`config.mk`:
```
export PLATFORM = sky130hd
export DESIGN_NAME = cache_maint_engine
export DESIGN_NICKNAME = d
export VERILOG_FILES = /design/src/rtl/cache_maint_engine.sv
export SDC_FILE = /design/constraint.sdc
export NUM_CORES = 1
export LEC_CHECK = 0
export ABC_AREA = 1
export BUFFER_PORTS_ARGS = -buffer_cell sky130_fd_sc_hd__buf_2
export CORE_ASPECT_RATIO = 0.6
export CORE_MARGIN = 2
export CORE_UTILIZATION = 30
export DETAILED_ROUTE_END_ITERATION = 10
export REMOVE_ABC_BUFFERS = 1
export SYNTH_ARGS = -nofsm -noshare
export SYNTH_HDL_FRONTEND = slang
export SYNTH_SLANG_ARGS = --single-unit
```
`constraint.sdc`:
```
create_clock -name clk -period 5.3 [get_ports clk]
set_input_delay 0.265 -clock clk [delete_from_list [all_inputs] [get_ports clk]]
set_output_delay 0.265 -clock clk [all_outputs]
set_load 0.02 [all_outputs]
```
`src/rtl/cache_maint_engine.sv`:
```
// cache_maint_engine: walks the cache tag array on a maintenance command.
// wb writes back dirty lines and clears their dirty bits; clear writes back
// dirty lines and then invalidates every line. Write-backs use an
// Avalon-style master write port; maint_busy stalls the cache pipeline.
module cache_maint_engine #(
  parameter int unsigned LINE_NUM    = 64,
  parameter int unsigned LINE_WORDS  = 8,
  // Command encodings shared with the control-register block (define.sv)
  parameter logic [2:0]  CMD_CLEAR   = 3'd1,
  parameter logic [2:0]  CMD_WB      = 3'd2,
  localparam int unsigned INDEX_WIDTH  = $clog2(LINE_NUM),
  localparam int unsigned OFFSET_WIDTH = $clog2(LINE_WORDS),
  localparam int unsigned TAG_WIDTH    = 32 - INDEX_WIDTH - OFFSET_WIDTH - 2
) (
  input  logic                              clk,
  input  logic                              rest,
  input  logic [2:0]                        cmd,
  input  logic                              cmd_valid,
  output logic                              cmd_ready,
  output logic                              maint_busy,
  output logic [INDEX_WIDTH-1:0]            tag_addr,
  output logic                              tag_rd,
  input  logic [TAG_WIDTH+1:0]              tag_rdata,
  output logic                              tag_we,
  output logic [TAG_WIDTH+1:0]              tag_wdata,
  output logic [INDEX_WIDTH+OFFSET_WIDTH-1:0] data_addr,
  output logic                              data_rd,
  input  logic [31:0]                       data_rdata,
  output logic [31:0]                       m0_address,
  output logic [3:0]                        m0_byteEnable,
  output logic                              m0_write,
  output logic [31:0]                       m0_writeData,
  input  logic                              m0_waitRequest
);

  localparam logic [INDEX_WIDTH-1:0]  LAST_IDX  = INDEX_WIDTH'(LINE_NUM - 1);
  localparam logic [OFFSET_WIDTH-1:0] LAST_WORD = OFFSET_WIDTH'(LINE_WORDS - 1);

  typedef enum logic [2:0] {
    IDLE,
    TAG_RD,
    TAG_CHK,
    WB_RD,
    WB_CAP,
    WB_WR,
    TAG_WR,
    DONE
  } state_t;

  state_t                  state;
  logic [2:0]              cmd_reg;
  logic [INDEX_WIDTH-1:0]  idx;
  logic [OFFSET_WIDTH-1:0] word;
  logic [TAG_WIDTH-1:0]    tag_reg;

  logic [INDEX_WIDTH-1:0]  next_idx;
  logic [OFFSET_WIDTH-1:0] next_word;
  logic                    last_line;
  logic                    rd_valid;
  logic                    rd_dirty;

  // Line/word successors and tag-read field decode
  always_comb begin
    next_idx  = idx + INDEX_WIDTH'(1);
    next_word = word + OFFSET_WIDTH'(1);
    last_line = (idx == LAST_IDX);
    rd_valid  = tag_rdata[TAG_WIDTH+1];
    rd_dirty  = tag_rdata[TAG_WIDTH];
  end

  // Maintenance FSM; every output is a register loaded on the transition
  // into the state that presents it, so no input reaches an output
  // combinationally. One-cycle strobes default low each cycle.
  always_ff @(posedge clk or posedge rest) begin
    if (rest) begin
      state         <= IDLE;
      cmd_reg       <= '0;
      idx           <= '0;
      word          <= '0;
      tag_reg       <= '0;
      cmd_ready     <= 1'b0;
      maint_busy    <= 1'b0;
      tag_addr      <= '0;
      tag_rd        <= 1'b0;
      tag_we        <= 1'b0;
      tag_wdata     <= '0;
      data_addr     <= '0;
      data_rd       <= 1'b0;
      m0_address    <= '0;
      m0_byteEnable <= '0;
      m0_write      <= 1'b0;
      m0_writeData  <= '0;
    end else begin
      tag_rd    <= 1'b0;
      tag_we    <= 1'b0;
      data_rd   <= 1'b0;
      cmd_ready <= 1'b0;

      unique case (state)
        IDLE: begin
          if (cmd_valid) begin
            cmd_reg    <= cmd;
            idx        <= '0;
            maint_busy <= 1'b1;
            if (cmd == CMD_WB || cmd == CMD_CLEAR) begin
              state    <= TAG_RD;
              tag_rd   <= 1'b1;
              tag_addr <= '0;
            end else begin
              state     <= DONE;
              cmd_ready <= 1'b1;
            end
          end
        end

        TAG_RD: begin
          state <= TAG_CHK;
        end

        TAG_CHK: begin
          tag_reg <= tag_rdata[TAG_WIDTH-1:0];
          word    <= '0;
          if (rd_valid && rd_dirty) begin
            state     <= WB_RD;
            data_rd   <= 1'b1;
            data_addr <= {idx, {OFFSET_WIDTH{1'b0}}};
          end else if (cmd_reg == CMD_CLEAR) begin
            // tag_reg loads on this same edge, so take the tag from the bus
            state     <= TAG_WR;
            tag_we    <= 1'b1;
            tag_wdata <= {2'b00, tag_rdata[TAG_WIDTH-1:0]};
          end else if (last_line) begin
            state     <= DONE;
            cmd_ready <= 1'b1;
          end else begin
            idx      <= next_idx;
            state    <= TAG_RD;
            tag_rd   <= 1'b1;
            tag_addr <= next_idx;
          end
        end

        WB_RD: begin
          state <= WB_CAP;
        end

        WB_CAP: begin
          // m0_writeData doubles as the captured write-back word
          m0_writeData  <= data_rdata;
          m0_address    <= {tag_reg, idx, word, 2'b00};
          m0_byteEnable <= 4'hF;
          m0_write      <= 1'b1;
          state         <= WB_WR;
        end

        WB_WR: begin
          if (!m0_waitRequest) begin
            m0_write      <= 1'b0;
            m0_byteEnable <= '0;
            if (word == LAST_WORD) begin
              state     <= TAG_WR;
              tag_we    <= 1'b1;
              tag_wdata <= {(cmd_reg == CMD_WB), 1'b0, tag_reg};
            end else begin
              word      <= next_word;
              state     <= WB_RD;
              data_rd   <= 1'b1;
              data_addr <= {idx, next_word};
            end
          end
        end

        TAG_WR: begin
          if (last_line) begin
            state     <= DONE;
            cmd_ready <= 1'b1;
          end else begin
            idx      <= next_idx;
            state    <= TAG_RD;
            tag_rd   <= 1'b1;
            tag_addr <= next_idx;
          end
        end

        DONE: begin
          maint_busy <= 1'b0;
          state      <= IDLE;
        end

        default: begin
          maint_busy <= 1'b0;
          state      <= IDLE;
        end
      endcase
    end
  end

endmodule

```
==> Word-level counts from Yosys, hierarchy flattened <==
Cells that the tools add are included.
{ "totals": {"regBits": 146, "output_inout_bits": 112, "word_cells": 115} }
{ "op_classes": {"addsub": 2, "n_eq_ne": 22, "n_mux": 58, "n_reduce_logical": 16} }
{ "op_table": {"columns": ["cell", "count"], "rows": [
  ["$mux 23", 4],
  ["$mux 6", 9],
  ["$pmux 23 s2", 1],
  ["$pmux 6 s3", 2],
  ["$mux 3", 9],
  ["$mux 9", 3],
  ["$pmux 3 s8", 1],
  ["$mux 1", 19],
  ["$ne 2x2->1 const B", 9],
  ["$pmux 9 s2", 1],
  ["$eq 3x3->1 const B", 5],
  ["$eq 3x2->1 const B", 4],
  ["$reduce_and 5->1", 2],
  ["$eq 3x1->1 const B", 3],
  ["$pmux 1 s2", 4],
  ["$pmux 4 s2", 1],
  ["$reduce_and 2->1", 4],
  ["$reduce_and 4->1", 2],
  ["$add 6x1->6 const B", 1],
  ["$eq 6x6->1 const B", 1],
  ["$pmux 1 s3", 2],
  ["$pmux 3 s2", 1],
  ["$reduce_bool 2->1", 3],
  ["$mux 4", 1],
  ["other kinds (6)", 6]
]} }

==> Longest topological paths before layout <==
Gate-level depths: netlist (run 1).
{ "depth": {"ltp_word": 5, "ltp_mapped": 10, "ltp_nobuf": 9} }

==> Worst setup path before layout (run 1) <==
Ideal clock, no wire load.
{ "synth_timing": {"path_kind": "register -> register", "from": "reg word[0]", "to": "reg tag_wdata[0]", "setup_ns": 0.066, "arrival_time_ns": 1.455, "required_ns": 5.234, "setup_slack_ns": 3.779, "path_stages_with_launch": 9, "path_buffers": 1, "synth_period_minus_slack_ns": 1.521, "path_cell_list": "dfrtp_1 ha_1 ha_1 inv_1 nor2_1 nand2_1 clkbuf_1 nand3_1 nand2_1"} }
{ "synth_via": {"elab_chain_cells": 3} }
{ "synth_rtl": {"columns": ["element", "line_no", "rtl"], "rows": [
  ["start: declaration", "53", "logic [OFFSET_WIDTH-1:0] word;"],
  ["start signal: assignment", "165", "word <= next_word;"],
  ["$eq 3x3->1", "160", "if (word == LAST_WORD) begin"],
  ["$ne 2x2->1 (no line)", null, null],
  ["$reduce_and 5->1 (no line)", null, null],
  ["end signal: assignment", "131", "tag_wdata <= {2'b00, tag_rdata[TAG_WIDTH-1:0]};"],
  ["end signal: assignment", "163", "tag_wdata <= {(cmd_reg == CMD_WB), 1'b0, tag_reg};"],
  ["end: declaration", "25", "output logic [TAG_WIDTH+1:0] tag_wdata,"]
]} }
No other way between the ends.
A chain may end at the register's enable or synchronous reset.

==> Worst setup path in the final report (run 1) <==
{ "layout_timing": {"from": "reg state[0]", "to": "reg tag_wdata[22]"} }
{ "layout_via": {"elab_chain_cells": 3} }
{ "layout_rtl": {"columns": ["element", "line_no", "rtl"], "rows": [
  ["start: declaration", "50", "state_t state;"],
  ["start signal: assignment", "76", "state <= IDLE;"],
  ["start signal: assignment", "106", "state <= TAG_RD;"],
  ["start signal: assignment", "110", "state <= DONE;"],
  ["$eq 3x3->1 / $eq 3x2->1 (equally long branches)", "99", "unique case (state)"],
  ["$ne 2x2->1 (no line) / $reduce_bool 2->1 (equally long branches)", null, null],
  ["$reduce_and 5->1 (no line)", null, null]
]} }
Several ways; a longest one is shown, not always the timed one.

==> results by group, run 1 <==
Synth
  – Syn Area/Cell: 9.43 sq um
  – Synth warn: 0
  – Post-synth EDFFs: 0
  – Sequential area share after synthesis: 59.4%
  – Post-synthesis adder-cell area fraction: 0.632%
  – Top-count cell post-synth: nand2_1
  – Post-Syn Area: 5940 sq um
  – Cells after Synth: 630
  – Synth top area share: 59.4%
  – FFs w/ async S/R, synth: 100%
  – Largest family of logic cells by synthesized area: simple AND/OR/NAND/NOR gates
  – Post-synthesis cell type count: 22
  – Most used DFF post-synth: dfrtp_1
  – Synth Register Bits: 141
  – Compound-cell area share of the yosys netlist: 8.44%
  – Synth top cells by count: nand2_1, dfrtp_1, o21ai_0
  – Portion of netlist area occupied by mux cells: 6.82%
  – Simple-gate share of the synthesized area: 18.0%
  – Synth Area in XOR/XNOR: 0%
  – Synth area leader: dfrtp_1
  – Top cells by area, synth: dfrtp_1, nand2_1, o21ai_0

Die
  – Die height: 113 microns
  – Ports: 174
  – Rows: 39
  – Die area: 21000 sq um
  – Placeable Area: 19200 sq um
  – Starting utilization of the core area: 30.9%
  – Die X: 186 microns

STA
  – Final period util: 50.0%
  – Clk_skew: 0.0141 ns
  – TNS Setup: 0 ns
  – Achievable frequency: 377 MHz
  – RSZ-0062 raised after global routing: false
  – Final setup vio count: 0
  – Relative slew slack: 30.4%
  – Clock period minus worst slack: 2.65 ns
  – Max-slew violation count: 0
  – Final worst-path setup slack: 2.65 ns
  – Hold slack: -0.0000250 ns
  – Worst-Margin Slew: 1.04 ns
  – Final Hold Violating Endpoints: 1

Placement
  – Setup WS pre-CTS: 2.60 ns
  – RePlAce Congestion: 0.829
  – Port bufs: 170
  – Dpl hpwl: 10.0 mm
  – Placed instance count: 1036

Pwr
  – Net Sw Frac: 40.0%
  – Pint: 2.78 mW
  – Worst IR Drop VDD: 286 uV
  – Leakage power: 3.94 nW
  – Clock Power Share: 23.4%
  – Power per standard cell area: 618 nW/um^2
  – Flop pwr share: 37.4%
  – Sw Pwr: 1.85 mW
  – Comb pwr share: 39.2%

Worst setup path
  – Arrival time of the worst setup path: 3.01 ns
  – CP Max Fanout: 46
  – Worst Setup End Kind: flip-flop
  – Worst r2r dst: tag_wdata[22]$_DFFE_PP0P_
  – Worst r2r src: state[0]$_DFFE_PP0P_
  – Startpoint Class: flip-flop
  – FF-to-FF path depth: 9
  – R2R Setup Slk: 2.65 ns
  – Crit Path Class: flip-flop to flip-flop
  – CP Data Required Time: 5.66 ns

Drt
  – Vias/cell: 4.38
  – DRT antenna net count: 0
  – Starting DRT DRC Count: 366
  – Initial DRT Pass Iterations: 5
  – Via count: 4667
  – DRC viols: 0
  – WL/cell: 13.9 microns
  – WL final: 14.8 mm

Finish
  – Final Util: 39.0%
  – Filler cells: 1997
  – Fin cells: 1065
  – Antenna cells: 0
  – Nets: 854
  – Largest Register: m0_writeData
  – Max reg flops: 32
  – Layout cells sized above 1: 31.2%
  – Biggest regs: m0_writeData x32, m0_address x30, tag_wdata x22
  – Syn-to-layout area delta: 26.1%

GRT
  – All-Layer GR Usage: 14.8%
  – Largest net degree at the start of global routing: 92
  – GR Overflow Total: 0
  – First-pass GRT wire length: 23.7 mm
  – Initial antenna violation count: 1
  – Number of global-route vias before repair: 4346

Hold path
  – Hold WC Path Type: input port to async pin

Clock network
  – Total CTS buffers: 17
  – CTS tree: built
  – CTS Hold Bufs: 0
  – Post-cts sizing count: 0
  – Clk buf depth: 2
  – Setup Fix Bufs, Post-CTS: 0
  – Clock Latency Late Sink: 0.42 ns
  – Clock root buffer: clkbuf_16
  – H-tree level count: 4
  – TritonCTS Sinks: 141
  – Clock-pin slew of the registers on the worst-case setup and hold paths: 0.06 ns

Run status
  – Failing checks: hold timing
  – Status: finished with violations

Run
  – Maxcap violations: 0
-- power by group through the flow --
stage	sequential, mW	combinational (mW)	clock (mW)
floorplan	2.14	0.796	0
global placement	1.73	1.82	0
detailed placement	1.74	1.83	0
CTS	1.73	1.84	1.11
global route	1.79	2.02	1.17
finish	1.73	1.82	1.08
-- placed cells by master (no fill, tap or decap), types with 5 or more instances in the layout --
cell / count
nor2_1: 24
o21ai_0: 88
nand2_2: 5
buf_2: 170
clkinv_2: 5
inv_1: 52
a21oi_1: 9
nand3_1: 41
clkbuf_16: 17
mux2_2: 36
dfrtp_1: 141
nand2_1: 182
-- how the worst max path moves through the flow --
stage	start	to	slack (ns)
2_1_floorplan	rest	cmd_ready$_DFF_PP0_	1.25
3_3_place_gp	state[0]$_DFFE_PP0P_	tag_wdata[22]$_DFFE_PP0P_	2.63
3_5_place_dp	state[0]$_DFFE_PP0P_	tag_wdata[22]$_DFFE_PP0P_	2.60
4_1_cts	state[0]$_DFFE_PP0P_	tag_wdata[22]$_DFFE_PP0P_	2.59
5_1_grt	state[0]$_DFFE_PP0P_	tag_wdata[16]$_DFFE_PP0P_	2.31
6_report	state[0]$_DFFE_PP0P_	tag_wdata[22]$_DFFE_PP0P_	2.65
-- worst max-delay path: stages, from the launching register on --
cell     delay (ns)
dfrtp_1        0.43
inv_2          0.09
nand2_2        0.08
nor2_4         0.70
nand2_1        0.18
inv_2          0.12
nand2_2        0.29
nand2_2        0.49
nand3_1        0.12
nand2_1        0.08
-- cell families after synthesis --
kind of cell	count (synthesis)
buffers and inverters	89
adders and majority gates	3
and+or+nand+nor	261
DFF	141
AOI/OAI and AO/OA	99
other	1
muxes	36
-- routing by layer --
metal,up-vias,wire [microns],track usage [%]
met5,-,7,0
met4,2,104,4.09
met3,9,1300,6.50
met2,145,5530,19.0
met1,2176,7820,22.3
li1,2335,-,-
-- per-stage QoR --
step / hold WS [ns] / area (sq um) / power, mW
after global placement: 0.465 / 6970 / 3.56
after CTS: 0.0500 / 7490 / 4.69
after global routing: 0.0553 / 7490 / 4.98
after detailed placement: 0.470 / 6970 / 3.58
after floorplan: 0.375 / 5770 / 2.94
final: -0.0000250 / 7490 / 4.63
-- layout make-up --
cell class	count	area, sq um	share of cell area, %
sequential	141	3530	47.1
inverter	56	215	2.87
timing repair buffer	171	858	11.5
clock inverter	8	71.3	0.952
tap	266	333	4.44
multi-input combinational	402	2040	27.2
clock buffer	21	450	6.01
No activity file was read; power rests on OpenSTA's default activity.
==> run 2: changes to the inputs <==
--- a/config.mk
+++ b/config.mk
@@ -5,7 +5,7 @@
 export SDC_FILE = /design/constraint.sdc
 export NUM_CORES = 1
 export LEC_CHECK = 0
-export ABC_AREA = 1
+export ABC_AREA = 0
 export BUFFER_PORTS_ARGS = -buffer_cell sky130_fd_sc_hd__buf_2
 export CORE_ASPECT_RATIO = 0.6
 export CORE_MARGIN = 2
==> constraint.sdc (replaced) <==
create_clock -name clk -period 2.3 [get_ports clk]
set_input_delay 0.115 -clock clk [delete_from_list [all_inputs] [get_ports clk]]
set_output_delay 0.115 -clock clk [all_outputs]
set_load 0.02 [all_outputs]
==> results by group, run 2 <==
Run status
  – Status: finished, final reports clean

STA
  – Final setup vio count: 0
  – Clk_skew: 0.00902 ns
  – Final Hold Violating Endpoints: 0
  – RSZ-0062 raised after global routing: false
  – Achievable frequency: 508 MHz
  – Final period util: 85.5%
  – TNS Setup: 0 ns
  – Clock period minus worst slack: 1.97 ns
  – Max-slew violation count: 0
  – Hold slack: 0.0764 ns

Worst setup path
  – CP Max Fanout: 8
  – Worst Setup End Kind: flip-flop
  – CP Data Required Time: 2.61 ns
  – Slowest cell on the critical path: dfrtp_1
  – Buffers & Inverters on Critical Path: 0
  – Arrival time of the worst setup path: 2.27 ns
  – Crit Path Class: flip-flop to flip-flop
  – CP Cell Sequence: ha_1 > nand3_2 > o22ai_1 > or2_2 > mux2_2
  – Startpoint Class: flip-flop
  – Setup crit start: idx[0]$_DFFE_PP0P_
  – Largest stage delay, worst path: 0.44 ns
  – CP top delay family: flip-flops
  – Worst r2r src: idx[0]$_DFFE_PP0P_

Pwr
  – Net Sw Frac: 37.8%
  – Sw Pwr: 4.44 mW
  – Clock Power Share: 23.1%
  – Comb pwr share: 39.8%
  – Leakage power: 3.92 nW
  – Worst IR Drop VDD: 544 uV
  – Power per standard cell area: 1430 nW/um^2
  – Pint: 7.31 mW
  – Flop pwr share: 37.1%
  – Final Power: 11.7 mW

Placement
  – Placed instance count: 864
  – Dpl hpwl: 9.91 mm
  – RePlAce Congestion: 0.799
  – Port bufs: 170

Die
  – Starting utilization of the core area: 30.9%
  – Die height: 113 microns
  – Rows: 39
  – Ports: 174
  – Die area: 20900 sq um
  – Placeable Area: 19200 sq um
  – Die X: 185 microns

Hold path
  – Hold WC Path Type: input port to flip-flop
  – Hold wc startpoint: m0_waitRequest

GRT
  – Initial antenna violation count: 0
  – GR Overflow Total: 0
  – All-Layer GR Usage: 15.3%
  – First-pass GRT wire length: 24.3 mm
  – Largest net degree at the start of global routing: 69
  – Number of global-route vias before repair: 4628

Finish
  – Most common cell after layout, fill and taps aside: buf_2
  – Commonest cells after routing, fill and taps aside: buf_2, dfrtp_1, mux2_2
  – Fin cells: 952
  – Filler cells: 1770
  – Largest Register: m0_writeData
  – Layout cells sized above 1: 49.0%
  – Biggest regs: m0_writeData x32, m0_address x30, tag_wdata x22
  – Final Util: 42.9%
  – Nets: 739
  – Syn-to-layout area delta: 38.9%
  – Max reg flops: 32
  – Antenna cells: 0

Drt
  – Via count: 4349
  – Vias/cell: 4.57
  – Starting DRT DRC Count: 226
  – WL final: 15.2 mm
  – DRC viols: 0
  – WL/cell: 16.0 microns
  – Initial DRT Pass Iterations: 4
  – DRT antenna net count: 0

Run
  – Maxcap violations: 0

Synth
  – Post-Syn Area: 5920 sq um
  – Synth area leader: dfrtp_1
  – Synth warn: 0
  – Post-synthesis cell type count: 51
  – Post-synth EDFFs: 0
  – Top cells by area, synth: dfrtp_1, mux2_2, a21oi_2
  – Syn Area/Cell: 13.4 sq um
  – Sequential area share after synthesis: 59.6%
  – Most used DFF post-synth: dfrtp_1
  – Synth top cells by count: dfrtp_1, mux2_2, inv_1
  – Cells after Synth: 443
  – Top-count cell post-synth: dfrtp_1
  – FFs w/ async S/R, synth: 100%
  – Synth Register Bits: 141
  – Synth top area share: 59.6%

Clock network
  – Total CTS buffers: 17
  – CTS tree: built
  – Clock Latency Late Sink: 0.42 ns
  – H-tree level count: 4
  – Clock-pin slew of the registers on the worst-case setup and hold paths: 0.06 ns
  – TritonCTS Sinks: 141
  – Clk buf depth: 2
  – Post-cts sizing count: 0
  – Clock root buffer: clkbuf_16
[run 2: worst paths after layout]
path,endpoint,slack [ns],depth (start not counted)
max in group asynchronous,m0_writeData[2]$_DFFE_PP0P_,1.26,4
min in group asynchronous,m0_writeData[12]$_DFFE_PP0P_,0.29,3
hold / removal,m0_byteEnable[2]$_DFFE_PP0P_,0.08,3
setup / recovery,idx[0]$_DFFE_PP0P_,0.33,5
setup reg to reg,idx[0]$_DFFE_PP0P_,0.33,5
hold reg to reg,m0_writeData[4]$_DFFE_PP0P_,0.48,1
[run 2: layout make-up]
type / count / area (sq um) / share of cell area [%]
timing repair buffer: 239 / 1560 / 19.0
tap: 266 / 333 / 4.05
inverter: 31 / 121 / 1.48
clock buffer: 20 / 457 / 5.55
sequential: 141 / 3530 / 42.9
clock inverter: 11 / 119 / 1.45
multi-input combinational: 244 / 2110 / 25.6
[run 2: timing repair]
| action | 4_1_cts | 5_1_grt |
|---|---|---|
| endpoints found under the hold margin | 122 | 0 |
| setup endpoints to repair | 0 | 0 |
| buffers inserted | 0 | 0 |
| hold buffers | 57 | 0 |
[run 2: logic make-up after synthesis]
logic type | after synthesis | synth area share [%]
AND/OR/NAND/NOR | 58 | 5.73
adder cells (fa/ha/maj) | 3 | 0.634
flip-flops | 141 | 59.6
buffers and inverters | 60 | 5.07
multiplexers | 99 | 18.8
XOR/XNOR | 4 | 0.592
AO/OA/AOI/OAI | 77 | 9.49
other | 1 | 0.0633
[run 2: worst min-delay path: cells and delay by family]
kind / cells / cell delay, ns
AOI/OAI and AO/OA: 1 / 0.11
buffers and inverters: 1 / 0.12
and+or+nand+nor: 1 / 0.12
[run 2: layer usage]
metal  part of all wire [%]  vias up  GRT usage, %  wire length, microns
li1                       -     2027             -                     -
met1                     46     2153          20.5                  7020
met2                     45      152          22.9                  6870
met3                    7.3       17          5.28                  1120
met4                    1.3        0          5.56                   193
met5                      0        -             0                     0
[run 2: per-stage QoR]
stage | worst slack, ns | instance area (sq um)
floorplan | -1.60 | 5740
global placement | 0.390 | 7080
detailed placement | 0.344 | 7080
CTS | 0.325 | 8230
global route | 0.209 | 8230
finish | 0.333 | 8230
[run 2: power groups by stage]
stage | sequential, mW | clock (mW) | combinational, mW
floorplan | 5.35 | 0 | 1.96
global placement | 4.33 | 0 | 4.52
detailed placement | 4.38 | 0 | 4.62
CTS | 4.36 | 2.78 | 4.71
global route | 4.53 | 2.91 | 5.03
finish | 4.36 | 2.71 | 4.68
